$ cat config.mk
export PLATFORM = sky130hd
export DESIGN_NAME = otter_uart_tx
export DESIGN_NICKNAME = d
export VERILOG_FILES = /design/src/rtl/otter_io_pkg.sv /design/src/rtl/otter_uart_tx_if.sv /design/src/rtl/otter_fifo.sv /design/src/rtl/otter_uart_tx.sv
export SDC_FILE = /design/constraint.sdc
export NUM_CORES = 1
export LEC_CHECK = 0
export CORE_MARGIN = 2
export CORE_UTILIZATION = 40
export CTS_CLUSTER_SIZE = 12
export DETAILED_ROUTE_END_ITERATION = 8
export HOLD_SLACK_MARGIN = 0.05
export SLEW_MARGIN = 30
export SYNTH_ARGS = -nofsm -noshare
export SYNTH_HDL_FRONTEND = slang
export SYNTH_HIERARCHICAL = 1
export SYNTH_SLANG_ARGS = --single-unit
$ cat constraint.sdc
create_clock -name CLK -period 4.1 [get_ports CLK]
set_clock_uncertainty 0.2 [all_clocks]
set_input_delay 0.82 -clock CLK [delete_from_list [all_inputs] [get_ports CLK]]
set_output_delay 0.82 -clock CLK [all_outputs]
set_load 0.03 [all_outputs]
$ cat src/rtl/otter_io_pkg.sv
// Shared definitions for the OTTER IOBUS UART transmitter.
//   - word offsets of the DATA / STATUS / CTRL registers inside the window
//   - STATUS bit positions and a helper that packs the STATUS word
//   - transmit FSM state encoding
package otter_io_pkg;

  localparam logic [31:0] DATA_OFS   = 32'h0;
  localparam logic [31:0] STATUS_OFS = 32'h4;
  localparam logic [31:0] CTRL_OFS   = 32'h8;

  localparam int ST_FULL      = 0;
  localparam int ST_EMPTY     = 1;
  localparam int ST_BUSY      = 2;
  localparam int ST_OVF       = 3;
  localparam int ST_COUNT_LSB = 4;
  localparam int ST_COUNT_W   = 7;

  typedef enum logic [1:0] {
    S_IDLE  = 2'd0,
    S_START = 2'd1,
    S_DATA  = 2'd2,
    S_STOP  = 2'd3
  } tx_state_e;

  // Bits not named here read as zero.
  function automatic logic [31:0] pack_status(input logic full,
                                              input logic empty,
                                              input logic busy,
                                              input logic ovf,
                                              input logic [ST_COUNT_W-1:0] count);
    logic [31:0] w;
    w = '0;
    w[ST_FULL]  = full;
    w[ST_EMPTY] = empty;
    w[ST_BUSY]  = busy;
    w[ST_OVF]   = ovf;
    w[ST_COUNT_LSB +: ST_COUNT_W] = count;
    return w;
  endfunction

endpackage

$ cat src/rtl/otter_uart_tx_if.sv
// Handshake between the UART transmit core and its byte FIFO.
//   push/wdata : enqueue one byte (ignored when full unless a pop coincides)
//   pop        : dequeue the head (ignored when empty)
//   rdata      : current head byte, valid while !empty
//   full/empty/count : occupancy
// master = transmit core, slave = FIFO.
interface otter_uart_tx_if #(
  parameter int DEPTH = 8
);
  logic                     push;
  logic                     pop;
  logic [7:0]               wdata;
  logic [7:0]               rdata;
  logic                     full;
  logic                     empty;
  logic [$clog2(DEPTH):0]   count;

  modport master (output push, pop, wdata, input rdata, full, empty, count);
  modport slave  (input push, pop, wdata, output rdata, full, empty, count);
endinterface

$ cat src/rtl/otter_fifo.sv
// Synchronous byte FIFO, DEPTH entries (power of two).
// Ports:
//   CLK  - system clock, rising edge
//   RST  - asynchronous active-high reset, empties the FIFO
//   bus  - push/pop/wdata in, rdata/full/empty/count out (slave side)
// A push into a full FIFO is accepted when a pop happens on the same edge.
module otter_fifo #(
  parameter int DEPTH = 8
) (
  input  logic CLK,
  input  logic RST,
  otter_uart_tx_if.slave bus
);

  localparam int AW = $clog2(DEPTH);

  logic [7:0]    mem [DEPTH];
  logic [AW-1:0] wr_ptr;
  logic [AW-1:0] rd_ptr;
  logic [AW:0]   count;
  logic          do_push;
  logic          do_pop;

  assign bus.full  = (count == (AW+1)'(DEPTH));
  assign bus.empty = (count == '0);
  assign bus.count = count;
  assign bus.rdata = mem[rd_ptr];

  assign do_pop  = bus.pop & ~bus.empty;
  assign do_push = bus.push & (~bus.full | do_pop);

  // NOTE: the storage array is deliberately not reset; occupancy is tracked by
  // the pointers and count, so stale contents are never observable.
  always_ff @(posedge CLK) begin
    if (do_push) mem[wr_ptr] <= bus.wdata;
  end

  // NOTE: all sequential state uses non-blocking assignments so every flop
  // samples pre-edge values regardless of statement order.
  always_ff @(posedge CLK or posedge RST) begin
    if (RST) begin
      wr_ptr <= '0;
      rd_ptr <= '0;
      count  <= '0;
    end else begin
      if (do_push) wr_ptr <= wr_ptr + AW'(1);
      if (do_pop)  rd_ptr <= rd_ptr + AW'(1);
      case ({do_push, do_pop})
        2'b10:   count <= count + (AW+1)'(1);
        2'b01:   count <= count - (AW+1)'(1);
        default: count <= count;
      endcase
    end
  end

endmodule

$ cat src/rtl/otter_uart_tx.sv
// OTTER IOBUS-mapped UART transmitter (8N1, LSB first) with a byte FIFO.
// Parameters: CLKS_PER_BIT (baud divisor), DEPTH (FIFO entries), BASE_ADDR.
// Ports:
//   CLK, RST            - clock and asynchronous active-high reset
//   IOBUS_ADDR/OUT/WR   - CPU store address, data and one-cycle strobe
//   RD_DATA             - STATUS / CTRL read-back, zero for other addresses
//   TX                  - registered serial line, idles high
//   INTR                - registered level interrupt: ie & empty & ~busy
module otter_uart_tx
  import otter_io_pkg::*;
#(
  parameter int          CLKS_PER_BIT = 868,
  parameter int          DEPTH        = 8,
  parameter logic [31:0] BASE_ADDR    = 32'h1100_0100
) (
  input  logic        CLK,
  input  logic        RST,
  input  logic [31:0] IOBUS_ADDR,
  input  logic [31:0] IOBUS_OUT,
  input  logic        IOBUS_WR,
  output logic [31:0] RD_DATA,
  output logic        TX,
  output logic        INTR
);

  localparam int            BW       = $clog2(CLKS_PER_BIT);
  localparam logic [BW-1:0] BAUD_MAX = BW'(CLKS_PER_BIT - 1);

  otter_uart_tx_if #(.DEPTH(DEPTH)) fifo_bus ();

  otter_fifo #(.DEPTH(DEPTH)) u_fifo (
    .CLK (CLK),
    .RST (RST),
    .bus (fifo_bus.slave)
  );

  tx_state_e     state;
  logic [BW-1:0] baud;
  logic [2:0]    bit_idx;
  logic [7:0]    shreg;
  logic          ovf;
  logic          ie;
  logic          live;
  logic          busy;
  logic          frame_end;
  logic          wr_en;
  logic          hit_data;
  logic          hit_status;
  logic          hit_ctrl;
  logic          unused_wdata;

  assign unused_wdata = ^IOBUS_OUT[31:8];

  assign hit_data   = (IOBUS_ADDR == BASE_ADDR + DATA_OFS);
  assign hit_status = (IOBUS_ADDR == BASE_ADDR + STATUS_OFS);
  assign hit_ctrl   = (IOBUS_ADDR == BASE_ADDR + CTRL_OFS);

  // live is low for the first edge after reset release, so a store that
  // overlaps the release is dropped.
  assign wr_en = IOBUS_WR & live;

  assign busy      = (state != S_IDLE);
  assign frame_end = (state == S_STOP) && (baud == BAUD_MAX);

  assign fifo_bus.push  = wr_en & hit_data;
  assign fifo_bus.wdata = IOBUS_OUT[7:0];
  // Pop from IDLE, or directly at the end of STOP so back-to-back frames
  // have no idle bit between them.
  assign fifo_bus.pop   = ~fifo_bus.empty & ((state == S_IDLE) | frame_end);

  // NOTE: every path assigns RD_DATA after the default, so no latch is inferred.
  always_comb begin
    RD_DATA = '0;
    if (hit_status) begin
      RD_DATA = pack_status(fifo_bus.full, fifo_bus.empty, busy, ovf,
                            ST_COUNT_W'(fifo_bus.count));
    end else if (hit_ctrl) begin
      RD_DATA = {31'b0, ie};
    end
  end

  // Transmit FSM. TX is loaded on the edge that enters each bit, so the line
  // changes one edge after the decision and stays glitch-free.
  always_ff @(posedge CLK or posedge RST) begin
    if (RST) begin
      state   <= S_IDLE;
      baud    <= '0;
      bit_idx <= '0;
      shreg   <= '0;
      TX      <= 1'b1;
    end else begin
      case (state)
        S_IDLE: begin
          if (fifo_bus.pop) begin
            state <= S_START;
            baud  <= '0;
            shreg <= fifo_bus.rdata;
            TX    <= 1'b0;
          end
        end
        S_START: begin
          if (baud == BAUD_MAX) begin
            baud    <= '0;
            bit_idx <= '0;
            state   <= S_DATA;
            TX      <= shreg[0];
          end else begin
            baud <= baud + BW'(1);
          end
        end
        S_DATA: begin
          if (baud == BAUD_MAX) begin
            baud <= '0;
            if (bit_idx == 3'd7) begin
              state <= S_STOP;
              TX    <= 1'b1;
            end else begin
              bit_idx <= bit_idx + 3'd1;
              shreg   <= {1'b0, shreg[7:1]};
              TX      <= shreg[1];
            end
          end else begin
            baud <= baud + BW'(1);
          end
        end
        S_STOP: begin
          if (baud == BAUD_MAX) begin
            baud <= '0;
            if (fifo_bus.pop) begin
              state <= S_START;
              shreg <= fifo_bus.rdata;
              TX    <= 1'b0;
            end else begin
              state <= S_IDLE;
            end
          end else begin
            baud <= baud + BW'(1);
          end
        end
        default: state <= S_IDLE;
      endcase
    end
  end

  // Register file side: overflow flag, interrupt enable, interrupt output.
  always_ff @(posedge CLK or posedge RST) begin
    if (RST) begin
      live <= 1'b0;
      ovf  <= 1'b0;
      ie   <= 1'b0;
      INTR <= 1'b0;
    end else begin
      live <= 1'b1;
      INTR <= ie & fifo_bus.empty & ~busy;
      if (wr_en & hit_status) begin
        ovf <= 1'b0;
      end else if (fifo_bus.push & fifo_bus.full & ~fifo_bus.pop) begin
        ovf <= 1'b1;
      end
      if (wr_en & hit_ctrl) ie <= IOBUS_OUT[0];
    end
  end

endmodule

# == Yosys cells after proc, flatten, opt, wreduce, memory -nomap -nowiden ==
# Memories as Yosys holds them, arrays and structs flattened.
# Cells that the tools add are included.
# totals
regBits,38
ramBits,64
out_inout_bits,34
elab_cells,98
memories,1
# op_classes
add_sub_neg,6
n_eq_ne,17
mux,32
bitwise,17
n_reduce_logical,13
# mem_list
name,words,word_bits,read_ports,rd_ports_with_merged_regs,wr,line_no,rtl
u_fifo.mem,8,8,1,0,1,otter_fifo.sv:17,logic [7:0] mem [DEPTH];
# ops
op,n
$eq A32 B29 Y1 const B,3
$mux W8,5
$pmux W8 S3,1
$mux W10,2
$pmux W10 S2,1
$and A1 B1 Y1,11
$mux W1,11
$add A10 B1 Y10 const B,1
$eq A10 B10 Y1 const B,1
$mux W2,5
$ne A2 B2 Y1 const B,5
$add A3 B1 Y3 const B,3
$mux W3,3
$pmux W2 S4,1
$pmux W4 S2,1
$reduce_and A4 Y1,2
$reduce_bool A2 Y1,4
$eq A2 B2 Y1 const B,3
$pmux W3 S2,1
$reduce_and A5 Y1,1
$add A4 B1 Y4 const B,1
$eq A2 B1 Y1 const B,2
$eq A4 B4 Y1 const B,1
$logic_not A4 Y1,1
other kinds (11),15

# == Longest topological paths before layout ==
# depth
ltp_word,9
ltp_mapped,14

# == Hierarchy ==
# The synthesis kept the hierarchy.
# by_module_without_submodules
module,instances,cells_per_inst,area_per_inst_um2
otter_fifo,1,165,3158.0
otter_uart_tx,1,212,2059.5

# == Worst setup path after synthesis ==
# Ideal clock, no wire load.
# synth_timing
kind,input-to-reg
from,input port IOBUS_ADDR[10]
to,register u_fifo.count[3] (netlist: u_fifo/bus.count[3])
setup_time_ns,0.069
arrival_ns,3.268
required_time_ns,3.831
setup_slack_ns,0.563
cell_stages,12
cell_sequence,nor4_1 -> nand4_1 -> or3_1 -> nor3_1 -> buf_2 -> or2_2 -> inv_1 -> ha_1 -> or2_2 -> nand3_1 -> mux2_2 -> nand3b_1
# synth_between
elab_chain_len,5
elab_cells_between_ends,7
classes_between,eq/ne (3); mux (1); bitwise (2); reduce/logical (1)
# synth_lines
element,line_no,rtl
"start, declared",otter_uart_tx.sv:18,"input logic [31:0] IOBUS_ADDR,"
$eq A32 B29 Y1 (*),otter_uart_tx.sv:54,assign hit_data = (IOBUS_ADDR == BASE_ADDR + DATA_OFS);
$and A1 B1 Y1 (*),otter_uart_tx.sv:65,assign fifo_bus.push = wr_en & hit_data;
named net fifo_bus.push,otter_uart_tx_if.sv:10,logic push;
$and A1 B1 Y1 (*),otter_fifo.sv:30,assign do_push = bus.push & (~bus.full | do_pop);
$eq A2 B1 Y1 or $eq A2 B2 Y1 (tied branches),otter_fifo.sv:48,"case ({do_push, do_pop})"
$pmux W4 S2 or $reduce_bool A2 Y1 (tied branches),-,
"end signal, assigned",otter_fifo.sv:49,2'b10: count <= count + (AW+1)'(1);
"end signal, assigned",otter_fifo.sv:50,2'b01: count <= count - (AW+1)'(1);
"end signal, assigned",otter_fifo.sv:51,default: count <= count;
"end, declared",otter_fifo.sv:20,logic [AW:0] count;
# The timed path passes the listed nets; every way through them passes the cells marked *.
# A chain may end at the register's enable or synchronous reset.

# == Worst setup path after layout ==
# layout_timing
from,input port IOBUS_ADDR[10]
to,output port RD_DATA[6]
# layout_between
elab_chain_len,2
# layout_lines
element,line_no,rtl
$eq A32 B29 Y1,otter_uart_tx.sv:55,assign hit_status = (IOBUS_ADDR == BASE_ADDR + STATUS_OFS);
$mux W8,otter_uart_tx.sv:74,if (hit_status) begin
"end, declared",otter_uart_tx.sv:21,"output logic [31:0] RD_DATA,"
# No other way between the ends.

==> impl_results.html <==
<table>
<tr><th>Metric</th><th>Value</th></tr>
<tr><th colspan="2">Floorplanning</th></tr>
<tr><td>Floorplan core area</td><td>0.0127 sq mm</td></tr>
<tr><td>Area of the die</td><td>0.0140 sq mm</td></tr>
<tr><td>Io pins</td><td>101</td></tr>
<tr><td>Number of rows in the core area</td><td>41</td></tr>
<tr><td>Width of the die</td><td>118 um</td></tr>
<tr><td>Starting density of the core</td><td>0.412</td></tr>
<tr><td>Die span in y</td><td>118 um</td></tr>
<tr><th colspan="2">Setup path</th></tr>
<tr><td>Reg-to-reg endpoint</td><td>u_fifo/bus.count[3]</td></tr>
<tr><td>Startpoint of the most critical register-to-register path</td><td>u_fifo/bus.count[2]</td></tr>
<tr><td>Worst-path fanout max</td><td>5</td></tr>
<tr><td>Most common cell on crit path</td><td>sky130_fd_sc_hd__clkdlybuf4s50_1</td></tr>
<tr><td>Worst r2r path cells</td><td>14</td></tr>
<tr><td>Worst-case register-to-register setup slack</td><td>0.64 ns</td></tr>
<tr><td>Kind of start point of the critical path</td><td>primary input</td></tr>
<tr><td>Start-to-end type of the worst setup path</td><td>in -&gt; out</td></tr>
<tr><td>WP data required</td><td>3.08 ns</td></tr>
<tr><td>Delay of the slowest cell on the worst path</td><td>0.67 ns</td></tr>
<tr><td>Arrival time worst endpoint</td><td>2.95 ns</td></tr>
<tr><td>Total buffers and inverters traversed by the critical path</td><td>3</td></tr>
<tr><td>Crit-path slowest cell</td><td>sky130_fd_sc_hd__clkdlybuf4s50_1</td></tr>
<tr><td>Critical Path, Cell by Cell</td><td>clkdlybuf4s50_1 &gt; nor4_1 &gt; nand4_1 &gt; nor3_1 &gt; buf_4 &gt; and2_1 &gt; clkdlybuf4s50_1</td></tr>
<tr><td>Worst setup EP type</td><td>output port</td></tr>
<tr><td>Kind of cell adding the most delay to the critical path</td><td>buffers and inverters</td></tr>
<tr><th colspan="2">Run status</th></tr>
<tr><td>Status</td><td>completed</td></tr>
<tr><th colspan="2">Detailed routing</th></tr>
<tr><td>Detailed-routing iteration count for the pre-antenna-repair pass</td><td>4</td></tr>
<tr><td>Number of vias per cell after detailed routing</td><td>5.09</td></tr>
<tr><td>Overall via count from detail_route</td><td>3174</td></tr>
<tr><td>WL/cell</td><td>16.1 um</td></tr>
<tr><td>Initial drt markers</td><td>235</td></tr>
<tr><td>Antenna-violating nets left</td><td>0</td></tr>
<tr><td>Drc violations</td><td>0</td></tr>
<tr><td>Drt total wl</td><td>10.0 mm</td></tr>
<tr><th colspan="2">Clock network</th></tr>
<tr><td>Clock latency on the worst-skew pair</td><td>0.35 ns</td></tr>
<tr><td>Clock root buffer master</td><td>sky130_fd_sc_hd__clkbuf_16</td></tr>
<tr><td>Post-CTS repair timing setup buffer count</td><td>0</td></tr>
<tr><td>Depth of the CTS H-tree</td><td>3</td></tr>
<tr><td>Hold-fix buffer count after cts</td><td>0</td></tr>
<tr><td>Max clock buf depth</td><td>2</td></tr>
<tr><td>Clock Sinks</td><td>102</td></tr>
<tr><td>Clk pin slew, worst setup/hold paths</td><td>0.07 ns</td></tr>
<tr><td>Number of buffers created by CTS</td><td>9</td></tr>
<tr><td>Clock tree from TritonCTS</td><td>done</td></tr>
<tr><th colspan="2">Logic synthesis</th></tr>
<tr><td>Flip-flop and latch count after synthesis</td><td>102</td></tr>
<tr><td>Proportion of synthesized flip-flops having asynchronous set or reset</td><td>0.373</td></tr>
<tr><td>Number of library cell types mapped by synthesis</td><td>70</td></tr>
<tr><td>Ys flop type</td><td>sky130_fd_sc_hd__edfxtp_1</td></tr>
<tr><td>Number of warnings printed during yosys synthesis</td><td>6</td></tr>
<tr><td>Mean instance size in the synthesized netlist</td><td>13.8 sq um</td></tr>
<tr><td>Cells after synthesis</td><td>377</td></tr>
<tr><td>Cell area after technology mapping</td><td>0.00522 sq mm</td></tr>
<tr><td>Number of enable-type register cells in the synthesized netlist</td><td>64</td></tr>
<tr><td>Sequential element share of the synthesized area</td><td>0.551</td></tr>
<tr><th colspan="2">Global route</th></tr>
<tr><td>Via count of the first global-routing pass</td><td>3190</td></tr>
<tr><td>GRT Total Usage</td><td>0.151</td></tr>
<tr><td>Overall overflow remaining after global route</td><td>0</td></tr>
<tr><td>Largest net degree at the start of global routing</td><td>29</td></tr>
<tr><td>Antenna violations before repair</td><td>0</td></tr>
<tr><td>Global-route wire length before repair</td><td>16.6 mm</td></tr>
<tr><th colspan="2">STA</th></tr>
<tr><td>Max-slew violations</td><td>0</td></tr>
<tr><td>Fmax</td><td>0.252 GHz</td></tr>
<tr><td>Max-slew headroom</td><td>0.488</td></tr>
<tr><td>Post-route fraction of the period consumed by the critical path</td><td>0.967</td></tr>
<tr><td>Setup Viol. Count Final</td><td>0</td></tr>
<tr><td>Hold violation count in the final report</td><td>0</td></tr>
<tr><td>Actual transition at the worst max-transition pin</td><td>0.768 ns</td></tr>
<tr><td>Total negative slack for setup checks</td><td>0 ns</td></tr>
<tr><td>Final period demand of the worst path</td><td>3.97 ns</td></tr>
<tr><td>RSZ-0062 raised after global routing</td><td>false</td></tr>
<tr><th colspan="2">Cells and area</th></tr>
<tr><td>Area grow syn2layout</td><td>19.0%</td></tr>
<tr><td>Fillers</td><td>1124</td></tr>
<tr><td>Most common cell after layout, fill and taps aside</td><td>sky130_fd_sc_hd__edfxtp_1</td></tr>
<tr><td>Net count, final</td><td>527</td></tr>
<tr><td>Fraction of layout instances using a drive strength above 1</td><td>0.204</td></tr>
<tr><td>Commonest cells after routing, fill and taps aside</td><td>sky130_fd_sc_hd__edfxtp_1, sky130_fd_sc_hd__clkdlybuf4s50_1, sky130_fd_sc_hd__dfrtp_1, sky130_fd_sc_hd__mux2_2, sky130_fd_sc_hd__conb_1</td></tr>
<tr><td>Non-filler instance count after layout</td><td>624</td></tr>
<tr><td>Diodes inserted</td><td>0</td></tr>
<tr><th colspan="2">Place</th></tr>
<tr><td>Routability congestion estimate</td><td>0.813</td></tr>
<tr><td>Placed cells</td><td>608</td></tr>
<tr><td>Buffers on Ports</td><td>52</td></tr>
<tr><td>Post-detailed-placement half-perimeter wirelength</td><td>7.18 mm</td></tr>
<tr><th colspan="2">Min path</th></tr>
<tr><td>Number of cells traversed by the worst hold path</td><td>1</td></tr>
<tr><td>Startpoint of the most critical hold path</td><td>shreg[2]</td></tr>
<tr><td>Worst hold path class</td><td>reg -&gt; reg</td></tr>
<tr><td>End point of the most critical hold path</td><td>shreg[2]</td></tr>
<tr><th colspan="2">Power and ir drop</th></tr>
<tr><td>Maximum VDD drop</td><td>0.274 mV</td></tr>
<tr><td>Leakage power</td><td>0.00242 uW</td></tr>
<tr><td>Power per Cell Area</td><td>327 mW/mm^2</td></tr>
<tr><th colspan="2">Job</th></tr>
<tr><td>Max-capacitance violation count</td><td>0</td></tr>
</table>
## per-stage QoR
stage               setup WS [ns]  hold slack, ns  utilization  power, uW  cell area, sq um
finish                      0.134           0.312        0.490       2030              6210
global route               0.0310           0.332        0.490       2100              6210
CTS                        0.0621           0.313        0.488       2060              6190
detailed placement        0.00703           0.296        0.465       1210              5890
global placement           0.0265           0.283        0.465       1210              5890
floorplan                   0.563           0.261            -       1170              5300
## area by class of cell
class                           count  area, sq um  share of cell area
Clock buffer                        9          225              0.0363
Inverter                           16         60.1             0.00967
Tap cell                          172          215              0.0347
Sequential cell                   102         2870               0.463
Multi-Input combinational cell    247         2090               0.337
Timing Repair Buffer               71          673               0.108
Clock inverter                      7         70.1              0.0113
## how the worst max path moves through the flow
stage / startpoint / end / depth (start not counted)
CTS: IOBUS_ADDR[0] / RD_DATA[2] / 6
finish: IOBUS_ADDR[10] / RD_DATA[6] / 7
floorplan: IOBUS_ADDR[10] / u_fifo/bus.count[3] / 12
global route: IOBUS_ADDR[0] / RD_DATA[5] / 7
global placement: IOBUS_ADDR[0] / RD_DATA[7] / 7
detailed placement: IOBUS_ADDR[0] / u_fifo/bus.count[3] / 12
## flip-flops by register name, summed over array words and instances (netlist names)
register and flops:
u_fifo/mem 64, baud 10, shreg 8, u_fifo/bus.count 4, bit_idx 3, u_fifo/rd_ptr 3, u_fifo/wr_ptr 3, state 2
INTR 1, TX 1, ie 1, live 1, ovf 1
## power by group
part / internal [uW] / leakage [uW] / switching [uW]
Sequential: 1090 / 0.00105 / 0.229
Clock: 430 / 0.000147 / 412
Combinational: 38.8 / 0.00122 / 54.0
Total: 1560 / 0.00242 / 466
## logic make-up after synthesis
family / share of synthesized area
mux: 0.140
xor+xnor: 0.0118
simple gates: 0.127
flops: 0.551
compound gates: 0.0700
buf+inv: 0.0662
other cells: 0.00144
fa+ha+maj: 0.0326
## timing repair
item / in CTS / in global routing
resized for setup: 0 / 6
setup endpoints to repair: 0 / 7
endpoints found under the hold margin: 0 / 0
## worst reg2reg max path, delay by kind of cell, from the launching register on
kind                       cells  cell delay (ns)
AOI/OAI and AO/OA              2             0.46
muxes                          1             0.34
adders and majority gates      1             0.23
and+or+nand+nor                8             1.50
buffers and inverters          2             0.26
DFF                            1             0.40
## per-layer routing
metal,vias to the layer above,track usage,share of wire
li1,1519,-,-
met5,-,0,0
met4,0,0.0407,0.010
met3,5,0.0391,0.028
met2,45,0.259,0.52
met1,1605,0.190,0.44
## cell usage after synthesis, drive strengths merged, types with 2 or more instances
cell / number / area [sq um]
a21oi: 6 / 41.3
a22oi: 2 / 15.0
a31oi: 7 / 65.1
a41oi: 2 / 17.5
and2: 8 / 50.1
and3: 3 / 18.8
buf: 29 / 233
clkbuf: 6 / 52.6
conb: 2 / 7.51
dfrtp: 37 / 926
edfxtp: 64 / 1920
ha: 12 / 150
inv: 16 / 60.1
mux2: 28 / 319
mux2i: 2 / 20.0
mux4: 16 / 390
nand2: 23 / 86.3
nand2b: 8 / 50.1
nand3: 7 / 35.0
nand3b: 5 / 37.5
nand4: 5 / 31.3
nor2: 16 / 60.1
nor2b: 5 / 31.3
nor3: 5 / 25.0
nor3b: 2 / 20.0
nor4: 7 / 62.6
nor4b: 6 / 77.6
o21ai: 11 / 58.8
o22ai: 2 / 18.8
o2bb2ai: 4 / 35.0
or2: 2 / 12.5
or3: 3 / 18.8
xnor2: 5 / 43.8
xor2: 2 / 17.5
Power figures use the tool's default switching activity.
